**src/rtl/multi_cycle_ctrl.sv**
```systemverilog
// rtl/multi_cycle_ctrl.sv - multi-cycle CPU control FSM; optional CTRL_ILLEGAL_TRAP_EN halts on undefined opcodes
module multi_cycle_ctrl (
    input  logic       CLK,
    input  logic       Reset,
    input  logic [5:0] op,
    input  logic       zero,
    input  logic       sign,
    output logic [2:0] state,
    output logic       PCWre,
    output logic       IRWre,
    output logic       InsMemRW,
    output logic       ALUSrcA,
    output logic       ALUSrcB,
    output logic [2:0] ALUOp,
    output logic       ExtSel,
    output logic       RegWre,
    output logic [1:0] RegDst,
    output logic       WrRegDSrc,
    output logic       mRD,
    output logic       mWR,
    output logic       DBDataSrc,
    output logic [1:0] PCSrc,
    output logic       halted
);

    localparam logic [2:0] S_IF    = 3'b000;
    localparam logic [2:0] S_ID    = 3'b001;
    localparam logic [2:0] S_EXE_M = 3'b010;
    localparam logic [2:0] S_MEM   = 3'b011;
    localparam logic [2:0] S_WB_L  = 3'b100;
    localparam logic [2:0] S_EXE_B = 3'b101;
    localparam logic [2:0] S_EXE_R = 3'b110;
    localparam logic [2:0] S_WB_R  = 3'b111;

    localparam logic [5:0] OP_ADD   = 6'b000000;
    localparam logic [5:0] OP_SUB   = 6'b000001;
    localparam logic [5:0] OP_ADDIU = 6'b000010;
    localparam logic [5:0] OP_AND   = 6'b010000;
    localparam logic [5:0] OP_ANDI  = 6'b010001;
    localparam logic [5:0] OP_ORI   = 6'b010010;
    localparam logic [5:0] OP_XORI  = 6'b010011;
    localparam logic [5:0] OP_SLL   = 6'b011000;
    localparam logic [5:0] OP_SLTI  = 6'b100110;
    localparam logic [5:0] OP_SLT   = 6'b100111;
    localparam logic [5:0] OP_SW    = 6'b110000;
    localparam logic [5:0] OP_LW    = 6'b110001;
    localparam logic [5:0] OP_BEQ   = 6'b110100;
    localparam logic [5:0] OP_BNE   = 6'b110101;
    localparam logic [5:0] OP_BLTZ  = 6'b110110;
    localparam logic [5:0] OP_J     = 6'b111000;
    localparam logic [5:0] OP_JR    = 6'b111001;
    localparam logic [5:0] OP_JAL   = 6'b111010;
    localparam logic [5:0] OP_HALT  = 6'b111111;

    logic [2:0] next_state;

    logic is_r_alu, is_i_alu, is_alu, is_branch, is_mem, is_jump, is_halt, is_legal;
    logic stop;
    logic [2:0] alu_code;

    // Opcode classification shared by the next-state and output decoders
    always_comb begin
        is_r_alu  = (op == OP_ADD) || (op == OP_SUB) || (op == OP_AND) ||
                    (op == OP_SLL) || (op == OP_SLT);
        is_i_alu  = (op == OP_ADDIU) || (op == OP_ANDI) || (op == OP_ORI) ||
                    (op == OP_XORI) || (op == OP_SLTI);
        is_alu    = is_r_alu || is_i_alu;
        is_branch = (op == OP_BEQ) || (op == OP_BNE) || (op == OP_BLTZ);
        is_mem    = (op == OP_SW) || (op == OP_LW);
        is_jump   = (op == OP_J) || (op == OP_JR) || (op == OP_JAL);
        is_halt   = (op == OP_HALT);
        is_legal  = is_alu || is_branch || is_mem || is_jump || is_halt;
`ifdef CTRL_ILLEGAL_TRAP_EN
        stop      = is_halt || !is_legal;
`else
        stop      = is_halt;
`endif
    end

    always_comb begin
        case (op)
            OP_ADD, OP_ADDIU: alu_code = 3'b000;
            OP_SUB:           alu_code = 3'b001;
            OP_SLT, OP_SLTI:  alu_code = 3'b010;
            OP_SLL:           alu_code = 3'b100;
            OP_ORI:           alu_code = 3'b101;
            OP_AND, OP_ANDI:  alu_code = 3'b110;
            OP_XORI:          alu_code = 3'b111;
            default:          alu_code = 3'b000;
        endcase
    end

    always_ff @(posedge CLK or negedge Reset) begin
        if (!Reset) begin
            state <= S_IF;
        end else begin
            state <= next_state;
        end
    end

    always_comb begin
        next_state = S_IF;
        case (state)
            S_IF: next_state = S_ID;
            S_ID: begin
                if (stop)           next_state = S_ID;
                else if (is_branch) next_state = S_EXE_B;
                else if (is_mem)    next_state = S_EXE_M;
                else if (is_alu)    next_state = S_EXE_R;
                else                next_state = S_IF;
            end
            S_EXE_R: next_state = S_WB_R;
            S_WB_R:  next_state = S_IF;
            S_EXE_B: next_state = S_IF;
            S_EXE_M: next_state = S_MEM;
            S_MEM:   next_state = (op == OP_LW) ? S_WB_L : S_IF;
            S_WB_L:  next_state = S_IF;
            default: next_state = S_IF;
        endcase
    end

    logic       pcwre_d, irwre_d, alusrca_d, alusrcb_d, extsel_d, regwre_d;
    logic       wrregdsrc_d, mrd_d, mwr_d, dbdatasrc_d, halted_d;
    logic [2:0] aluop_d;
    logic [1:0] regdst_d, pcsrc_d;

    always_comb begin
        pcwre_d     = 1'b0;
        irwre_d     = 1'b0;
        alusrca_d   = 1'b0;
        alusrcb_d   = 1'b0;
        aluop_d     = 3'b000;
        extsel_d    = 1'b0;
        regwre_d    = 1'b0;
        regdst_d    = 2'b00;
        wrregdsrc_d = 1'b0;
        mrd_d       = 1'b0;
        mwr_d       = 1'b0;
        dbdatasrc_d = 1'b0;
        pcsrc_d     = 2'b00;
        halted_d    = 1'b0;
        case (state)
            S_IF: irwre_d = 1'b1;
            S_ID: begin
                if (stop) begin
                    halted_d = 1'b1;
                end else if (op == OP_J) begin
                    pcsrc_d = 2'b11;
                    pcwre_d = 1'b1;
                end else if (op == OP_JR) begin
                    pcsrc_d = 2'b10;
                    pcwre_d = 1'b1;
                end else if (op == OP_JAL) begin
                    pcsrc_d     = 2'b11;
                    pcwre_d     = 1'b1;
                    regwre_d    = 1'b1;
                    regdst_d    = 2'b00;
                    wrregdsrc_d = 1'b0;
                end else if (!is_legal) begin
                    // Undefined opcode retires as a nop to PC+4
                    pcwre_d = 1'b1;
                end
            end
            S_EXE_R, S_WB_R: begin
                aluop_d   = alu_code;
                alusrca_d = (op == OP_SLL);
                alusrcb_d = is_i_alu;
                extsel_d  = (op == OP_ADDIU) || (op == OP_SLTI);
                if (state == S_WB_R) begin
                    regwre_d    = 1'b1;
                    wrregdsrc_d = 1'b1;
                    regdst_d    = is_i_alu ? 2'b01 : 2'b10;
                    pcwre_d     = 1'b1;
                end
            end
            S_EXE_B: begin
                aluop_d  = 3'b001;
                extsel_d = 1'b1;
                pcwre_d  = 1'b1;
                if (((op == OP_BEQ) && zero) || ((op == OP_BNE) && !zero) ||
                    ((op == OP_BLTZ) && sign))
                    pcsrc_d = 2'b01;
            end
            S_EXE_M: begin
                aluop_d   = 3'b000;
                alusrcb_d = 1'b1;
                extsel_d  = 1'b1;
            end
            S_MEM: begin
                if (op == OP_SW) begin
                    mwr_d   = 1'b1;
                    pcwre_d = 1'b1;
                end else if (op == OP_LW) begin
                    mrd_d = 1'b1;
                end
            end
            S_WB_L: begin
                regwre_d    = 1'b1;
                regdst_d    = 2'b01;
                wrregdsrc_d = 1'b1;
                dbdatasrc_d = 1'b1;
                pcwre_d     = 1'b1;
            end
            default: ;
        endcase
    end

    // Reset masks every enable and select combinationally so an aborted
    // instruction cannot write anything in the cycle reset is asserted.
    always_comb begin
        InsMemRW  = 1'b1;
        PCWre     = Reset & pcwre_d;
        IRWre     = Reset & irwre_d;
        ALUSrcA   = Reset & alusrca_d;
        ALUSrcB   = Reset & alusrcb_d;
        ALUOp     = Reset ? aluop_d : 3'b000;
        ExtSel    = Reset & extsel_d;
        RegWre    = Reset & regwre_d;
        RegDst    = Reset ? regdst_d : 2'b00;
        WrRegDSrc = Reset & wrregdsrc_d;
        mRD       = Reset & mrd_d;
        mWR       = Reset & mwr_d;
        DBDataSrc = Reset & dbdatasrc_d;
        PCSrc     = Reset ? pcsrc_d : 2'b00;
        halted    = Reset & halted_d;
    end

endmodule

```
**config.mk**
```make
export PLATFORM = sky130hd
export DESIGN_NAME = multi_cycle_ctrl
export DESIGN_NICKNAME = d
export VERILOG_FILES = /design/src/rtl/multi_cycle_ctrl.sv
export SDC_FILE = /design/constraint.sdc
export NUM_CORES = 1
export LEC_CHECK = 0
export BUFFER_PORTS_ARGS = -buffer_cell sky130_fd_sc_hd__buf_4
export CORE_MARGIN = 2
export CORE_UTILIZATION = 45
export CTS_CLUSTER_DIAMETER = 30
export DETAILED_ROUTE_END_ITERATION = 16
export PLACE_DENSITY = 0.81
export SETUP_SLACK_MARGIN = 0.02
export SLEW_MARGIN = 20
export SYNTH_ARGS = -nofsm -noshare
export SYNTH_HDL_FRONTEND = slang
export SYNTH_SLANG_ARGS = --single-unit
```
**constraint.sdc**
```tcl
create_clock -name CLK -period 1.76 [get_ports CLK]
set_input_delay 0.088 -clock CLK [delete_from_list [all_inputs] [get_ports CLK]]
set_output_delay 0.088 -clock CLK [all_outputs]
set_load 0.005 [all_outputs]
```
==> run_results.csv, run 1 <==
group,metric,value,unit
status,status,"completed",
setup_path,critical_path_class,"in2out",
synth,netlist_area,666,um^2
setup_path,path_max_fanout,11,
layout,reg.largest.list,"state x3",
clocking,cts-htree-levels,1,
floorplanning,initial_utilization,0.499,
route,route.vias.total,938,
clocking,numCtsBuffers,3,
clocking,cts_tree,"built",
layout,utilization,0.705,
clocking,root_buffer,"clkbuf_4",
layout,drive_gt1_frac,0.318,
clocking,cts.sinks,3,
global_route,grt_overflow,0,
synth,synth_area_leader_cell,"dfrtp_1",
sta,layout_setup_ws,95.8,ps
floorplanning,die_h,42.5,um
min_path,hold_path.class,"in2async",
synth,syn_nets,112,
floorplanning,num_rows,13,
layout,syn_to_final_growth,41.4,%
sta,hold_ws,203,ps
power_and_ir_drop,finalPower,0.799,mW
synth,ys_top_cells_by_area,"dfrtp_1, nand3_1, nor2_1",
route,wl,2190,um
placed_design,dp_hpwl,1600,um
synth,synth_flop_cell,"dfrtp_1",
clocking,post_cts_buffers,0,
synth,netlist.area_leader.share,0.113,
clocking,clock_latency,240,ps
synth,ys_types,40,
route,wl_per_cell,14.9,um
synth,seq_area_frac_synth,0.113,
synth,avgSynthCellArea,6.53,um^2
placed_design,port-buffer-count,30,
global_route,grt_pass1_wl,3530,um
setup_path,start_kind,"input pin",
clocking,cts_max_path_buffers,2,
synth,synth_warnings,0,
sta,finalSetupViolations,0,
global_route,track_usage,0.248,
floorplanning,core_area,0.00133,mm^2
floorplanning,ioPinCount,32,
route,drc_errors,0,
sta,min_period,1660,ps
global_route,grt_pass1_vias,819,
floorplanning,die-area,0.00180,mm^2
placed_design,pre_cts_ws,212,ps
power_and_ir_drop,power.density,849,mW/mm^2
sta,rsz0062_at_grt,"false",
clocking,clkSlewWorstSetupHoldPaths,40,ps
route,dr.pass1.iters,4,
global_route,grt_start_max_net_pins,18,
synth,synthArstFlopShare,1.00,
power_and_ir_drop,leakage,0.425,nW
setup_path,cp-end-kind,"primary output",
global_route,antenna_found_initial,0,
sta,slew_violations,0,
sta,skew,8.71,ps
synth,synth_edf_count,0,
layout,top_register,"state",
route,detail-route-antenna-nets,0,
floorplanning,fp.dieW,42.5,um
setup_path,cp_data_required_time,1670,ps
layout,largest_reg_flops,3,
sta,fin_crit_sh,0.946,
route,drtIter0Drc,43,
sta,max_freq,601,MHz
placed_design,place_congestion,0.933,
layout,diodes,0,
synth,synth-seq-cells,3,
layout,finish.net_count,143,
run,max_cap_viol_count,0,
synth,syn_inst,102,
sta,hold_viol,0,
sta,tns,0,ps
power_and_ir_drop,ir_drop,0.000724,V
route,viasPerCell,6.38,
setup_path,critPathArrivalTime,1580,ps
-- cell type report --
type,instances,area (um^2)
sequential,3,76.3
clock buffer,4,26.3
fill,115,393
multi-input combinational,86,536
timing repair buffer,36,273
inverter,3,11.3
tap,15,18.8
-- synthesized netlist by cell type (2+ instances only) --
| cell | number |
|---|---|
| nor3_1 | 5 |
| clkbuf_1 | 4 |
| o22ai_1 | 2 |
| nand4b_1 | 2 |
| o21ai_0 | 4 |
| nand2b_1 | 5 |
| o2bb2ai_1 | 2 |
| o21a_1 | 2 |
| inv_1 | 3 |
| and2_1 | 2 |
| nor4b_1 | 3 |
| dfrtp_1 | 3 |
| buf_2 | 4 |
| nor2_1 | 9 |
| nor2b_1 | 3 |
| nor3b_1 | 2 |
| nand2_1 | 7 |
| a21o_1 | 2 |
| a21oi_1 | 3 |
| nand4_1 | 2 |
| o211ai_1 | 2 |
| nand3_1 | 10 |
| and3_1 | 4 |
-- worst paths after layout --
check                           endpoint     start  cells after the start  slack (ps)
worst min register to register  state[0]  state[0]                      2         700
min in group CLK                state[2]     op[5]                      4         340
max in group asynchronous       state[0]     Reset                      2        1420
worst max register to register  state[2]  state[2]                      4         580
worst max-delay path               PCWre     Reset                      7         100
worst min-delay path            state[2]     Reset                      2         200
-- logic make-up (layout without fill, tap and decap cells) --
logic type                Yosys count  after routing  share of synthesized area
and+or+nand+nor                    61             61                      0.530
AOI/OAI and AO/OA                  22             22                      0.226
buffers and inverters              13             43                     0.0977
other                               1              1                    0.00563
muxes                               1              1                     0.0150
DFF                                 3              3                      0.113
xor gates and xnor gates            1              1                     0.0132
-- worst max-delay path: stages --
cell and delay (ps):
dlygate4sd3_1 540, buf_4 170, and2_1 190, nand4_1 120
nor3_2 60, a221o_1 270, buf_4 140
-- what timing repair did --
item,in CTS,in global routing
pin swaps,0,1
endpoints found under the setup margin,1,1
hold buffers,1,0
gates resized for setup,1,2
endpoints found under the hold margin,3,0
-- metal layers --
layer	global-route usage	vias to the layer above	part of all wire
li1	-	437	-
met1	0.302	431	0.41
met2	0.434	63	0.49
met3	0.0431	7	0.081
met4	0.0813	0	0.018
met5	0	-	0
-- power breakdown --
group          switching, mW  internal, mW  total, mW
Combinational          0.264         0.255      0.519
Clock                 0.0421        0.0854      0.128
Sequential            0.0532        0.0992      0.152
-- metrics by stage --
| stage | area [um^2] | cells |
|---|---|---|
| after floorplan | 666 | 102 |
| after global placement | 893 | 142 |
| after detailed placement | 893 | 142 |
| after CTS | 935 | 147 |
| after global routing | 941 | 147 |
| final | 941 | 147 |
-- cell usage in the layout, fill, tap and decap left out, types with 2 or more instances in the layout --
master,Yosys,final
o2bb2ai_1,2,2
nand4b_1,2,2
and3_1,4,4
nand4_1,2,2
nand2b_1,5,5
dfrtp_1,3,2
nor3_1,5,4
and2_1,2,2
nor4b_1,3,3
o22ai_1,2,2
nand3_1,10,10
clkbuf_4,0,3
buf_4,1,35
o21ai_0,4,4
a21oi_1,3,3
nor2b_1,3,3
o21a_1,2,2
inv_1,3,3
nor2_1,9,9
a21o_1,2,2
o211ai_1,2,2
nand2_1,7,7
Power figures use the tool's default switching activity.
==> run 2: changes to the inputs <==
--- a/config.mk
+++ b/config.mk
@@ -5,12 +5,13 @@
 export SDC_FILE = /design/constraint.sdc
 export NUM_CORES = 1
 export LEC_CHECK = 0
+export ABC_AREA = 1
 export BUFFER_PORTS_ARGS = -buffer_cell sky130_fd_sc_hd__buf_4
 export CORE_MARGIN = 2
-export CORE_UTILIZATION = 45
+export CORE_UTILIZATION = 43
 export CTS_CLUSTER_DIAMETER = 30
 export DETAILED_ROUTE_END_ITERATION = 16
-export PLACE_DENSITY = 0.81
+export PLACE_DENSITY = 0.8
 export SETUP_SLACK_MARGIN = 0.02
 export SLEW_MARGIN = 20
 export SYNTH_ARGS = -nofsm -noshare
==> run 2 against run 1 <==
Effect of this change:
- combinational power fell by 31%
- synthesized area is 9.4% lower
- wire length decreased by 19%
- hold slack improved by 5.3 ps
- fmax increased by 3.1%
- highest routed layer unchanged
==> run_results.csv, run 2 <==
group,metric,value,unit
synth,syn_inst,111,
route,wl_per_cell,11.2,um
placed_design,dp_hpwl,1460,um
synth,yosys-top-cells-count,"nand2_1, inv_1, nor2_1, nand4_1",
placed_design,port-buffer-count,30,
sta,skew,3.78,ps
layout,reg.largest.list,"state x3",
layout,finish.net_count,155,
floorplanning,ioPinCount,32,
layout,layout_common_cells,"buf_4, nand2_1, inv_1",
layout,diodes,0,
synth,synth-seq-cells,3,
route,drtIter0Drc,19,
synth,ys_types,24,
global_route,grt_overflow,0,
floorplanning,die_h,41.5,um
synth,netlist.area_leader.share,0.124,
global_route,grt_pass1_wl,2700,um
route,dr_wl_met3,86,um
setup_path,path_max_fanout,6,
route,wl,1770,um
layout,fillers,135,
sta,fin_crit_sh,0.917,
clocking,clock_latency,240,ps
power_and_ir_drop,power.density,717,mW/mm^2
setup_path,cp_data_required_time,1670,ps
clocking,clkSlewWorstSetupHoldPaths,40,ps
global_route,antenna_found_initial,0,
sta,hold_viol,0,
placed_design,place_congestion,0.952,
clocking,cts_tree,"built",
synth,synth_flop_cell,"dfrtp_1",
setup_path,crit_slowest_cell,"dfrtp_1",
route,m1WireLength,835,um
floorplanning,fp.dieW,41.5,um
synth,syn_nets,121,
sta,tns,0,ps
route,detail-route-antenna-nets,0,
layout,syn_to_final_growth,44.6,%
floorplanning,die-area,0.00172,mm^2
clocking,cts.sinks,3,
layout,largest_reg_flops,3,
route,dr.max_layer_used,"met4",
global_route,grt_start_max_net_pins,13,
synth,netlist_area,603,um^2
setup_path,cp-end-kind,"primary output",
setup_path,crit_chain,"inv_1, nor2_1, nand2_2, inv_2, nand4_1, o22ai_1, buf_4",
synth,synthArstFlopShare,1.00,
route,route.vias.total,825,
sta,min_period,1610,ps
global_route,track_usage,0.196,
min_path,hold_path.class,"in2async",
layout,top_register,"state",
floorplanning,initial_utilization,0.463,
synth,synth_warnings,0,
power_and_ir_drop,ir_drop,0.000454,V
layout,drive_gt1_frac,0.319,
placed_design,dp.cells,154,
synth,synth_edf_count,0,
route,drc_errors,0,
setup_path,max_stage_delay,420,ps
power_and_ir_drop,leakage,0.466,nW
clocking,root_buffer,"clkbuf_4",
setup_path,critical_path_class,"reg2out",
run,max_cap_viol_count,0,
sta,max_freq,620,MHz
clocking,numCtsBuffers,3,
global_route,grt_pass1_vias,659,
clocking,post_cts_buffers,0,
synth,yosysMostFrequentCell,"nand2_1",
clocking,cts-htree-levels,1,
synth,avgSynthCellArea,5.43,um^2
floorplanning,num_rows,13,
route,viasPerCell,5.19,
route,dr.pass1.iters,6,
sta,slew_violations,0,
synth,ys_top_cells_by_area,"dfrtp_1, nand2_1, inv_1",
clocking,cts_max_path_buffers,2,
sta,finalSetupViolations,0,
synth,synth_area_leader_cell,"dfrtp_1",
status,status,"completed",
setup_path,critPathArrivalTime,1530,ps
setup_path,start_kind,"register",
layout,mostFrequentLayoutCell,"buf_4",
route,met2WireLength,836,um
layout,fin_cells,159,
floorplanning,core_area,0.00130,mm^2
synth,seq_area_frac_synth,0.124,
sta,rsz0062_at_grt,"false",
[run 2: changes by cell type after synthesis, moves of 5 or more]
| cell | previous run | this run |
|---|---|---|
| nand2_1 | 7 | 20 |
| nand4_1 | 2 | 7 |
| nand2b_1 | 5 | 0 |
| nand3_1 | 10 | 4 |
| inv_1 | 3 | 19 |
| nor2_1 | 9 | 18 |
[run 2: what timing repair did]
item | 4_1_cts | 5_1_grt
resized for setup | 0 | 0
hold buffers | 1 | 0
endpoints found under the hold margin | 3 | 0
[run 2: through the flow]
stage | hold WS [ps] | utilization | total power, mW | instance area, um^2 | worst slack [ps]
after CTS | 196 | 0.670 | 0.622 | 872 | 174
after global routing | 200 | 0.670 | 0.678 | 872 | 58.1
after detailed placement | -103 | 0.642 | 0.492 | 836 | 431
final | 209 | 0.670 | 0.625 | 872 | 146
after floorplan | -208 | - | 0.340 | 603 | 605
after global placement | -103 | 0.642 | 0.486 | 836 | 456
[run 2: path summary, 6_finish.rpt]
| path | startpoint | to | slack [ps] | cells after the start |
|---|---|---|---|---|
| worst max register to register | state[0] | state[2] | 690 | 6 |
| max in group asynchronous | Reset | state[0] | 1430 | 2 |
| worst min-delay path | Reset | state[2] | 210 | 2 |
| worst min register to register | state[0] | state[0] | 720 | 3 |
| min in group CLK | op[1] | state[2] | 280 | 4 |
| worst max-delay path | state[0] | PCSrc[0] | 150 | 7 |
[run 2: cell type report]
cell class	instances	area (um^2)	share of cell area
clock buffers	4	26.3	0.0301
inverters	22	82.6	0.0947
multi-input cells	84	434	0.498
flip-flops and latches	3	75.1	0.0861
well taps	15	18.8	0.0215
repair buffers	31	235	0.270
[run 2: worst max-delay path, delay by kind of cell, from the launching register on]
kind	cells	cell delay [ps]
simple gates	3	400
compound gates	1	180
flops	1	420
buf+inv	3	290
[run 2: logic make-up after synthesis]
group	synth area share
other cells	0.00622
simple gates	0.512
buf+inv	0.156
flops	0.124
compound gates	0.201
[run 2: routing by layer]
metal	up-vias	GRT usage
met4	0	0.0581
met2	28	0.338
met5	-	0
met1	360	0.259
met3	2	0.0130
li1	435	-
[run 2: report_power, final]
group          switching (mW)  total, mW  internal, mW  leakage [nW]
Combinational           0.203      0.358         0.154         0.412
Clock                  0.0430      0.129        0.0855        0.0150
Sequential             0.0434      0.139        0.0952        0.0389
==> run 3: changes to the inputs <==
--- a/config.mk
+++ b/config.mk
@@ -8,10 +8,10 @@
 export ABC_AREA = 1
 export BUFFER_PORTS_ARGS = -buffer_cell sky130_fd_sc_hd__buf_4
 export CORE_MARGIN = 2
-export CORE_UTILIZATION = 43
+export CORE_UTILIZATION = 45
 export CTS_CLUSTER_DIAMETER = 30
 export DETAILED_ROUTE_END_ITERATION = 16
-export PLACE_DENSITY = 0.8
+export PLACE_DENSITY = 0.78
 export SETUP_SLACK_MARGIN = 0.02
 export SLEW_MARGIN = 20
 export SYNTH_ARGS = -nofsm -noshare
==> constraint.sdc (replaced) <==
create_clock -name CLK -period 1.9 [get_ports CLK]
set_input_delay 0.095 -clock CLK [delete_from_list [all_inputs] [get_ports CLK]]
set_output_delay 0.095 -clock CLK [all_outputs]
set_load 0.005 [all_outputs]
==> run 3 against run 2 <==
Effect of this change:
- first-iteration DRC count up 37%
- core utilization is 1.7 points higher
- hold slack better by 40 ps
- count of clock-buffer cells in the layout stayed put
- setup slack better by 48 ps
- cell count is the same
- power fell by 5.7%
- sequential share of layout area did not move
- final area stayed put
- via count increased by 5.3%
- die area shrank 4.0%
- critical path depth unchanged
==> run_results.csv, run 3 (synthesized netlist as in run 2, its figures left out) <==
group,metric,value,unit
sta,max_freq,586,MHz
floorplanning,num_rows,13,
floorplanning,ioPinCount,32,
global_route,antenna_found_initial,0,
floorplanning,die_h,40.6,um
placed_design,port-buffer-count,30,
global_route,track_usage,0.267,
setup_path,worst-r2r-cell-count,4,
layout,drive_gt1_frac,0.319,
setup_path,cp_data_required_time,1800,ps
floorplanning,initial_utilization,0.475,
sta,skew,4.94,ps
floorplanning,fp.dieW,40.6,um
sta,rsz0062_at_grt,"false",
clocking,postCtsResizedCells,0,
route,drtIter0Drc,26,
placed_design,dp.cells,154,
clocking,cts-htree-levels,1,
global_route,grt_pass1_vias,698,
route,route.vias.total,869,
route,detail-route-antenna-nets,0,
route,m1WireLength,843,um
power_and_ir_drop,ir_drop,0.000427,V
layout,syn_to_final_growth,44.6,%
route,drc_errors,0,
layout,layout_common_cells,"buf_4, nand2_1, inv_1",
clocking,clkSlewWorstSetupHoldPaths,40,ps
layout,mostFrequentLayoutCell,"buf_4",
sta,fin_crit_sh,0.898,
clocking,root_buffer,"clkbuf_4",
setup_path,r2r-start,"state[0]",
layout,stdcell_area,872,um^2
sta,tns,0,ps
layout,largest_reg_flops,3,
layout,top_register,"state",
setup_path,path_max_fanout,6,
global_route,grt_pass1_wl,2840,um
layout,fin_cells,159,
route,wl_per_cell,12.1,um
power_and_ir_drop,power.density,676,mW/mm^2
setup_path,crit_chain,"inv_1, nor2_1, nand2_2, inv_2, nand4_1, o22ai_1, buf_4",
clocking,numCtsBuffers,3,
power_and_ir_drop,leakage,0.466,nW
setup_path,critical_path_class,"reg2out",
setup_path,max_stage_delay,430,ps
route,wl,1920,um
layout,fillers,127,
route,dr_wl_met3,116,um
layout,finish.net_count,155,
placed_design,dp_hpwl,1450,um
clocking,cts_tree,"built",
sta,slew_violations,0,
route,dr.pass1.iters,4,
placed_design,pre_cts_ws,524,ps
setup_path,r2r_slack,770,ps
sta,min_period,1710,ps
sta,finalSetupViolations,0,
clocking,cts_max_path_buffers,2,
sta,layout_setup_ws,194,ps
global_route,grt_start_max_net_pins,13,
placed_design,place_area,836,um^2
layout,diodes,0,
route,viasPerCell,5.47,
clocking,cts.sinks,3,
setup_path,crit_slowest_cell,"dfrtp_1",
floorplanning,die-area,0.00165,mm^2
setup_path,start_kind,"register",
setup_path,critPathArrivalTime,1610,ps
layout,reg.largest.list,"state x3",
sta,hold_viol,0,
run,max_cap_viol_count,0,
placed_design,place_congestion,0.937,
route,dr.max_layer_used,"met4",
setup_path,cp-end-kind,"primary output",
status,status,"completed",
min_path,hold_path.class,"in2async",
setup_path,rr_endpoint,"state[0]",
clocking,clock_latency,240,ps
floorplanning,core_area,0.00127,mm^2
global_route,grt_overflow,0,
route,met2WireLength,935,um
run 3: final cells by class:
class | instances | area [um^2] | share of cell area
Clock buffer | 4 | 26.3 | 0.0301
Inverter | 22 | 82.6 | 0.0947
Multi-Input combinational cell | 84 | 434 | 0.498
Tap cell | 15 | 18.8 | 0.0215
Sequential cell | 3 | 75.1 | 0.0861
Timing Repair Buffer | 31 | 235 | 0.270
run 3: power by group:
part	switching (mW)	internal (mW)
Combinational	0.199	0.143
Sequential	0.0415	0.0882
Clock	0.0383	0.0790
run 3: worst max-delay path by stage:
| stage | startpoint | to | slack [ps] | cells past startpoint |
|---|---|---|---|---|
| floorplan | state[1] | PCSrc[0] | 740 | 5 |
| global placement | op[0] | PCWre | 580 | 10 |
| detailed placement | state[0] | PCSrc[0] | 520 | 7 |
| CTS | state[0] | PCSrc[0] | 230 | 7 |
| global route | state[0] | PCSrc[0] | 20 | 7 |
| finish | state[0] | PCSrc[0] | 190 | 7 |
run 3: stage by stage:
| stage | hold WS [ps] | power, mW | utilization |
|---|---|---|---|
| 2_1_floorplan | -201 | 0.315 | - |
| 3_3_place_gp | -95.3 | 0.454 | 0.659 |
| 3_5_place_dp | -96.1 | 0.462 | 0.659 |
| 4_1_cts | 195 | 0.584 | 0.687 |
| 5_1_grt | 235 | 0.643 | 0.687 |
| 6_report | 249 | 0.589 | 0.687 |
run 3: repair_timing:
item,4_1_cts,5_1_grt
endpoints found under the hold margin,3,0
setup buffers,0,0
hold buffers,1,0
run 3: critical path, delay by kind of cell, from the launching register on:
family / cells / cell delay [ps]
and+or+nand+nor: 3 / 460
DFF: 1 / 430
buffers and inverters: 3 / 290
AOI/OAI and AO/OA: 1 / 190
run 3: layer usage:
metal / GRT usage / up-vias
met5: 0 / -
met3: 0.0543 / 4
met1: 0.315 / 393
li1: - / 434
met2: 0.448 / 38
met4: 0.142 / 0
